<file path="src/rtl/adc_conv_ctrl.sv">
// Conversion sequencer for the 8-bit parallel ADC. It divides aclk into adc_clk,
// drops the converter pipeline-latency samples, and streams the captured samples out on valid/ready.
module adc_conv_ctrl #(
    parameter int DATA_W     = 8,
    parameter int DIV_W      = 16,
    parameter int CNT_W      = 16,
    parameter int PIPE_DELAY = 3
) (
    input  logic              aclk,
    input  logic              areset,
    input  logic              start,
    input  logic              stop,
    input  logic              mode_cont,
    input  logic [DIV_W-1:0]  clk_div,
    input  logic [CNT_W-1:0]  sample_count,
    output logic              adc_clk,
    input  logic [DATA_W-1:0] adc_data,
    output logic [DATA_W-1:0] m_data,
    output logic              m_valid,
    input  logic              m_ready,
    output logic              busy,
    output logic              done,
    output logic              overflow
);

    // state | meaning
    // IDLE  | waiting for start, adc_clk held low
    // FLUSH | adc_clk running, discarding PIPE_DELAY pipeline samples
    // RUN   | adc_clk running, capturing samples
    // DONE  | single burst finished, one-cycle done pulse
    typedef enum logic [1:0] {IDLE, FLUSH, RUN, DONE} state_t;

    localparam int FL_W = (PIPE_DELAY > 1) ? $clog2(PIPE_DELAY) : 1;

    state_t           state;
    logic [DIV_W-1:0] div_cnt;
    logic [DIV_W-1:0] div_reload;
    logic [DIV_W-1:0] div_start;
    logic [CNT_W-1:0] remaining;
    logic [FL_W-1:0]  flush_cnt;
    logic             cont_mode;
    logic             running;
    logic             sample_evt;
    logic             capture;

    // A divider value of 0 behaves as 1, so the reload value is N-1.
    assign div_start  = (clk_div == '0) ? '0 : clk_div - 1'b1;
    assign running    = (state == FLUSH) || (state == RUN);
    assign sample_evt = running && !stop && adc_clk && (div_cnt == '0);
    assign capture    = sample_evt && (state == RUN);

    always_ff @(posedge aclk or posedge areset) begin
        if (areset) begin
            state      <= IDLE;
            adc_clk    <= 1'b0;
            div_cnt    <= '0;
            div_reload <= '0;
            remaining  <= '0;
            flush_cnt  <= '0;
            cont_mode  <= 1'b0;
            m_data     <= '0;
            m_valid    <= 1'b0;
            busy       <= 1'b0;
            done       <= 1'b0;
            overflow   <= 1'b0;
        end else begin
            done <= 1'b0;

            // A sample that lands while the previous one is still pending is dropped.
            if (capture) begin
                if (m_valid && !m_ready) begin
                    overflow <= 1'b1;
                end else begin
                    m_data  <= adc_data;
                    m_valid <= 1'b1;
                end
            end else if (m_valid && m_ready) begin
                m_valid <= 1'b0;
            end

            case (state)
                IDLE: begin
                    if (start && !stop) begin
                        cont_mode  <= mode_cont;
                        div_reload <= div_start;
                        div_cnt    <= div_start;
                        remaining  <= sample_count;
                        flush_cnt  <= '0;
                        overflow   <= 1'b0;
                        if (!mode_cont && (sample_count == '0)) begin
                            state <= DONE;
                            done  <= 1'b1;
                            busy  <= 1'b0;
                        end else begin
                            busy    <= 1'b1;
                            adc_clk <= 1'b1;
                            state   <= (PIPE_DELAY == 0) ? RUN : FLUSH;
                        end
                    end
                end
                FLUSH, RUN: begin
                    if (stop) begin
                        state   <= IDLE;
                        adc_clk <= 1'b0;
                        busy    <= 1'b0;
                    end else begin
                        if (div_cnt == '0) begin
                            adc_clk <= ~adc_clk;
                            div_cnt <= div_reload;
                        end else begin
                            div_cnt <= div_cnt - 1'b1;
                        end
                        if (sample_evt) begin
                            if (state == FLUSH) begin
                                if (int'(flush_cnt) == PIPE_DELAY - 1)
                                    state <= RUN;
                                else
                                    flush_cnt <= flush_cnt + 1'b1;
                            end else if (!cont_mode) begin
                                if (remaining == CNT_W'(1)) begin
                                    state   <= DONE;
                                    done    <= 1'b1;
                                    busy    <= 1'b0;
                                    adc_clk <= 1'b0;
                                end else begin
                                    remaining <= remaining - 1'b1;
                                end
                            end
                        end
                    end
                end
                DONE:    state <= IDLE;
                default: state <= IDLE;
            endcase
        end
    end

endmodule

</file>
<file path="config.mk">
export PLATFORM = sky130hd
export DESIGN_NAME = adc_conv_ctrl
export DESIGN_NICKNAME = d
export VERILOG_FILES = /design/src/rtl/adc_conv_ctrl.sv
export SDC_FILE = /design/constraint.sdc
export NUM_CORES = 1
export LEC_CHECK = 0
export ABC_AREA = 1
export CORE_MARGIN = 2
export CORE_UTILIZATION = 45
export DETAILED_ROUTE_END_ITERATION = 6
export DONT_BUFFER_PORTS = 1
export PLACE_DENSITY = 0.58
export SYNTH_ARGS = -nofsm -noshare
export SYNTH_HDL_FRONTEND = slang
export SYNTH_SLANG_ARGS = --single-unit
</file>
<file path="constraint.sdc">
create_clock -name aclk -period 3.82 [get_ports aclk]
set_input_delay 0.382 -clock aclk [delete_from_list [all_inputs] [get_ports aclk]]
set_output_delay 0.382 -clock aclk [all_outputs]
set_load 0.02 [all_outputs]
</file>
# Word-level counts from Yosys, hierarchy flattened
# Index checks and enable logic that the tools add are counted.
[word_totals] output_inout_bits=13 ff_bits=66
[op_classes] add_sub_neg=4 reduce_logical=28 muxes=59 n_bitwise=2 eq_ne=22
[op_table] operator="two-way mux 16 bit" n=10
[op_table] operator="case mux 16 bit (2 select lines)" n=2
[op_table] operator="logical NOT 16 bit" n=3
[op_table] operator="subtractor 16 x 1 -> 16 bit (second input constant)" n=3
[op_table] operator="two-way mux 1 bit" n=29
[op_table] operator="two-way mux 2 bit" n=13
[op_table] operator="inequality test 2 bit (second input constant)" n=10
[op_table] operator="equality test 16 x 1 -> 1 bit (second input constant)" n=1
[op_table] operator="inequality test 3 bit (second input constant)" n=4
[op_table] operator="inequality test 4 bit (second input constant)" n=3
[op_table] operator="AND reduction 6 bit" n=2
[op_table] operator="logical AND 1 bit" n=8
[op_table] operator="AND reduction 7 bit" n=1
[op_table] operator="equality test 2 bit (second input constant)" n=3
[op_table] operator="case mux 1 bit (2 select lines)" n=3
[op_table] operator="case mux 2 bit (3 select lines)" n=1
[op_table] operator="AND reduction 2 bit" n=3
[op_table] operator="AND reduction 3 bit" n=2
[op_table] operator="AND reduction 5 bit" n=1
[op_table] operator="case mux 2 bit (2 select lines)" n=1
[op_table] operator="nonzero test 2 bit" n=2
[op_table] operator="logical NOT 1 bit" n=3
[op_table] operator="adder 2 x 1 -> 2 bit (second input constant)" n=1
[op_table] operator="equality test 2 x 1 -> 1 bit (second input constant)" n=1
[op_table] operator="4 further kinds" n=5

# Logic depth before layout (Yosys ltp)
[depth] depth_word=9 mapped_depth=12 depth_no_buf=12

# Worst setup path before layout
# OpenSTA, ideal clock, no wires.
[synth_timing] kind="reg-to-reg" start="reg state[0]" end="reg remaining[3]" t_arrival_ns=1.711 setup_ns=0.119 t_required_ns=3.701 setup_slack_ns=1.990 stages_incl_launch_ff=11 path_buffers=1 path_cell_list="dfrtp_1 > inv_1 > ha_1 > nand2_1 > o21ai_1 > nand2_2 > nor2_2 > nand2_1 > nor2_4 > buf_6 > o21ai_2"
[synth_via] elab_chain_len=7
[synth_lines] element="start, declared" line_no="35" rtl="state_t state;"
[synth_lines] element="start signal, assigned" line_no="97" rtl="state <= (PIPE_DELAY == 0) ? RUN : FLUSH;"
[synth_lines] element="equality test 2 x 1 -> 1 bit or equality test 2 bit (tied branches)" line_no="48, 81, 114"
[synth_lines] element="logical OR 1 bit" line_no="48" rtl="assign running = (state == FLUSH) || (state == RUN);"
[synth_lines] element="logical AND 1 bit (3 in a row)" line_no="49" rtl="assign sample_evt = running && !stop && adc_clk && (div_cnt == '0);"
[synth_lines] element="inequality test 2 bit (no line)"
[synth_lines] element="AND reduction 7 bit (no line)"
[synth_lines] element="end signal, assigned" line_no="87" rtl="remaining <= sample_count;"
[synth_lines] element="end signal, assigned" line_no="126" rtl="remaining <= remaining - 1'b1;"
[synth_lines] element="end, declared" line_no="39" rtl="logic [CNT_W-1:0] remaining;"
# Several ways; a longest one is shown, not always the timed one.
# A chain may end at the register's enable or synchronous reset.

# Final worst setup path
[layout_timing] start="reg state[0]" end="reg remaining[8]"
# The elaborated chain is that of the path after synthesis.

==> results_dict.tcl <==
set metrics [dict create \
    dp_slack_ps 1300 \
    worst_slack_ps 1290 \
    wl_per_cell_um 14.4 \
    via_per_inst 5.25 \
    min_period_ps 2530 \
    drv_cap 0 \
    seq_area_frac_synth_pct 35.2 \
    yosys-top-cells-count "nand2_1 (245), nor2_1 (79), inv_1 (75), dfrtp_1 (66), nand3_1 (65)" \
    yosys.cell_types.count 36 \
    yosys_warnings 0 \
    p_switching_uw 1830 \
    synth_edf_count 0 \
    cts_sinks 66 \
    async_reset_ff_share_pct 100 \
    clkPwrFrac_pct 18.0 \
    synthTopCellsByArea "dfrtp_1 (35%), nand2_1 (20%), nand3_1 (6.9%)" \
    fin_nets 770 \
    hpwl_um 9110 \
    insertion_delay_ps 360 \
    synthMostInstantiatedCell "nand2_1" \
    diodes 0 \
    cts_buffer_depth 2 \
    path_clk_slew_ps 100 \
    numCtsBuffers 9 \
    r2r_slack_ps 1290 \
    antenna_found_initial 0 \
    grtUsageTotal_pct 22.7 \
    critPathCaptureType "register" \
    portBuffers 0 \
    cp.arrival_ps 2830 \
    drtAntennaViolNets 0 \
    initial_core_util_pct 45.8 \
    post_synth_inst_count 714 \
    finalCritPeriodShare_pct 66.3 \
    drt_iter0_drc 303 \
    skew_ps 22.1 \
    synth_top_area_cell "dfrtp_1" \
    status "finished, final reports clean" \
    p_comb_share_pct 49.3 \
    ios 59 \
    power_density_nw_per_um2 754 \
    p_int_uw 1960 \
    grt_first_pass_wirelength_um 20300 \
    slew_viol_final 0 \
    synthFlopType "dfrtp_1" \
    fmax_mhz 395 \
    worstPathRequired_ps 4120 \
    drt_pass1_iterations 5 \
    synth_top_area_share_pct 35.2 \
    final_hold_viol_count 0 \
    grt_max_degree 45 \
    path_max_fanout 20 \
    htree_levels 3 \
    gp_congestion 0.851 \
    synth.avg_cell_area_um2 6.57 \
    cts_resized 0 \
    die_h_um 106 \
    fin_cells 852 \
    worstReg2RegEnd "remaining[8]" \
    ctsHoldBuffers 0 \
    drive_above_1_share_pct 7.96 \
    die_width_um 106 \
    reg2regPathDepth 10 \
    vias 4474 \
    peakVddDrop_mv 0.343 \
    dieArea_um2 11300 \
    fin_tns_setup_ps 0 \
    slew_headroom_pct 36.1 \
    row_count 37 \
    cts_root_buf "clkbuf_8" \
    dp.cells 836 \
    syn-cell-area_um2 4690 \
    synth_nets 773 \
    switching_share_pct 48.2 \
    cts_setup_buffers 0 \
    cts_tree "yes" \
    overflow 0 \
    wl_um 12200 \
    critical_path_class "register to register" \
    grt_pass1_vias 4161 \
    p_seq_share_pct 32.7 \
    rsz0062_at_grt "false" \
    core_um2 10200 \
    report.final.setup_viol 0 \
    min_path_type "input pin to asynchronous set/reset pin" \
    worst_slew_pin_slew_ps 957 \
    ys_ff_latch 66 \
    syn2layout_area_growth_pct 7.10 \
    worst_setup_path_start_kind "register" \
    r2r-start "state[0]" \
    route.detailed.drc 0 \
    leakage_uw 0.00253 \
]
==> layout make-up <==
cell class / instances / area (µm²)
Clock buffer: 9 / 124
Clock inverter: 7 / 101
Fill cell: 1059 / 5210
Inverter: 81 / 304
Multi-Input combinational cell: 550 / 2650
Sequential cell: 66 / 1650
Tap cell: 136 / 170
Timing Repair Buffer: 3 / 22.5
==> power groups by stage <==
| stage | Sequential (µW) | Clock (µW) | Combinational (µW) |
|---|---|---|---|
| after CTS | 1230 | 693 | 1870 |
| after detailed placement | 1250 | 0 | 1850 |
| after floorplan | 1180 | 0 | 1520 |
| final | 1240 | 681 | 1870 |
| after global placement | 1240 | 0 | 1810 |
| after global routing | 1270 | 727 | 2140 |
==> critical path: stages, from the launching register on <==
cell,delay (ps)
dfrtp_1,440
inv_1,120
ha_1,410
nand2_1,170
o21ai_1,130
nand2_2,230
nor2_2,190
nand2_1,110
nor2_4,430
nand2_1,140
o21ai_2,80
==> registers in the layout (all words and copies together) (netlist names), 2 cells and up <==
signal	flops
m_data	8
flush_cnt	2
state	2
div_reload	16
remaining	16
div_cnt	16
==> worst max path at each step <==
stage / slack, ps / endpoint / startpoint
global route: 1080 / remaining[5] / state[0]
global placement: 1470 / remaining[8] / state[0]
CTS: 1270 / remaining[5] / state[0]
detailed placement: 1300 / remaining[8] / state[0]
floorplan: 1780 / adc_clk / areset
finish: 1290 / remaining[8] / state[0]
==> placed cells by master (no fill, tap or decap), types with 11 or more instances in the layout <==
cell / n
nand2_1: 245
xor2_1: 11
o21ai_0: 38
nand4_1: 21
nor2_1: 79
dfrtp_1: 66
nand3_1: 65
a21oi_1: 17
ha_1: 13
inv_1: 74
==> cell families (layout without fill, tap and decap cells) <==
| logic type | count (synthesis) | after routing | share of synthesized area (%) |
|---|---|---|---|
| buffers and inverters | 98 | 100 | 8.30 |
| AND/OR/NAND/NOR | 445 | 445 | 41.3 |
| AO/OA/AOI/OAI | 79 | 79 | 9.31 |
| flip-flops | 66 | 66 | 35.2 |
| adder cells (fa/ha/maj) | 13 | 13 | 3.47 |
| XOR/XNOR | 13 | 13 | 2.43 |
==> routing by layer <==
metal	routed length, µm	vias to the layer above	GRT usage (%)
li1	-	2273	-
met1	5940	2086	31.4
met2	5590	104	36.6
met3	549	11	3.86
met4	148	0	6.39
met5	0	-	0
==> per-stage QoR <==
step	util, %	total power (µW)	hold WS [ps]	area [µm²]
after floorplan	-	2700	444	4690
after global placement	46.9	3050	465	4800
after detailed placement	46.9	3100	467	4800
after CTS	49.1	3790	123	5020
after global routing	49.1	4150	125	5020
final	49.1	3790	112	5020
No activity file was read; power rests on OpenSTA's default activity.
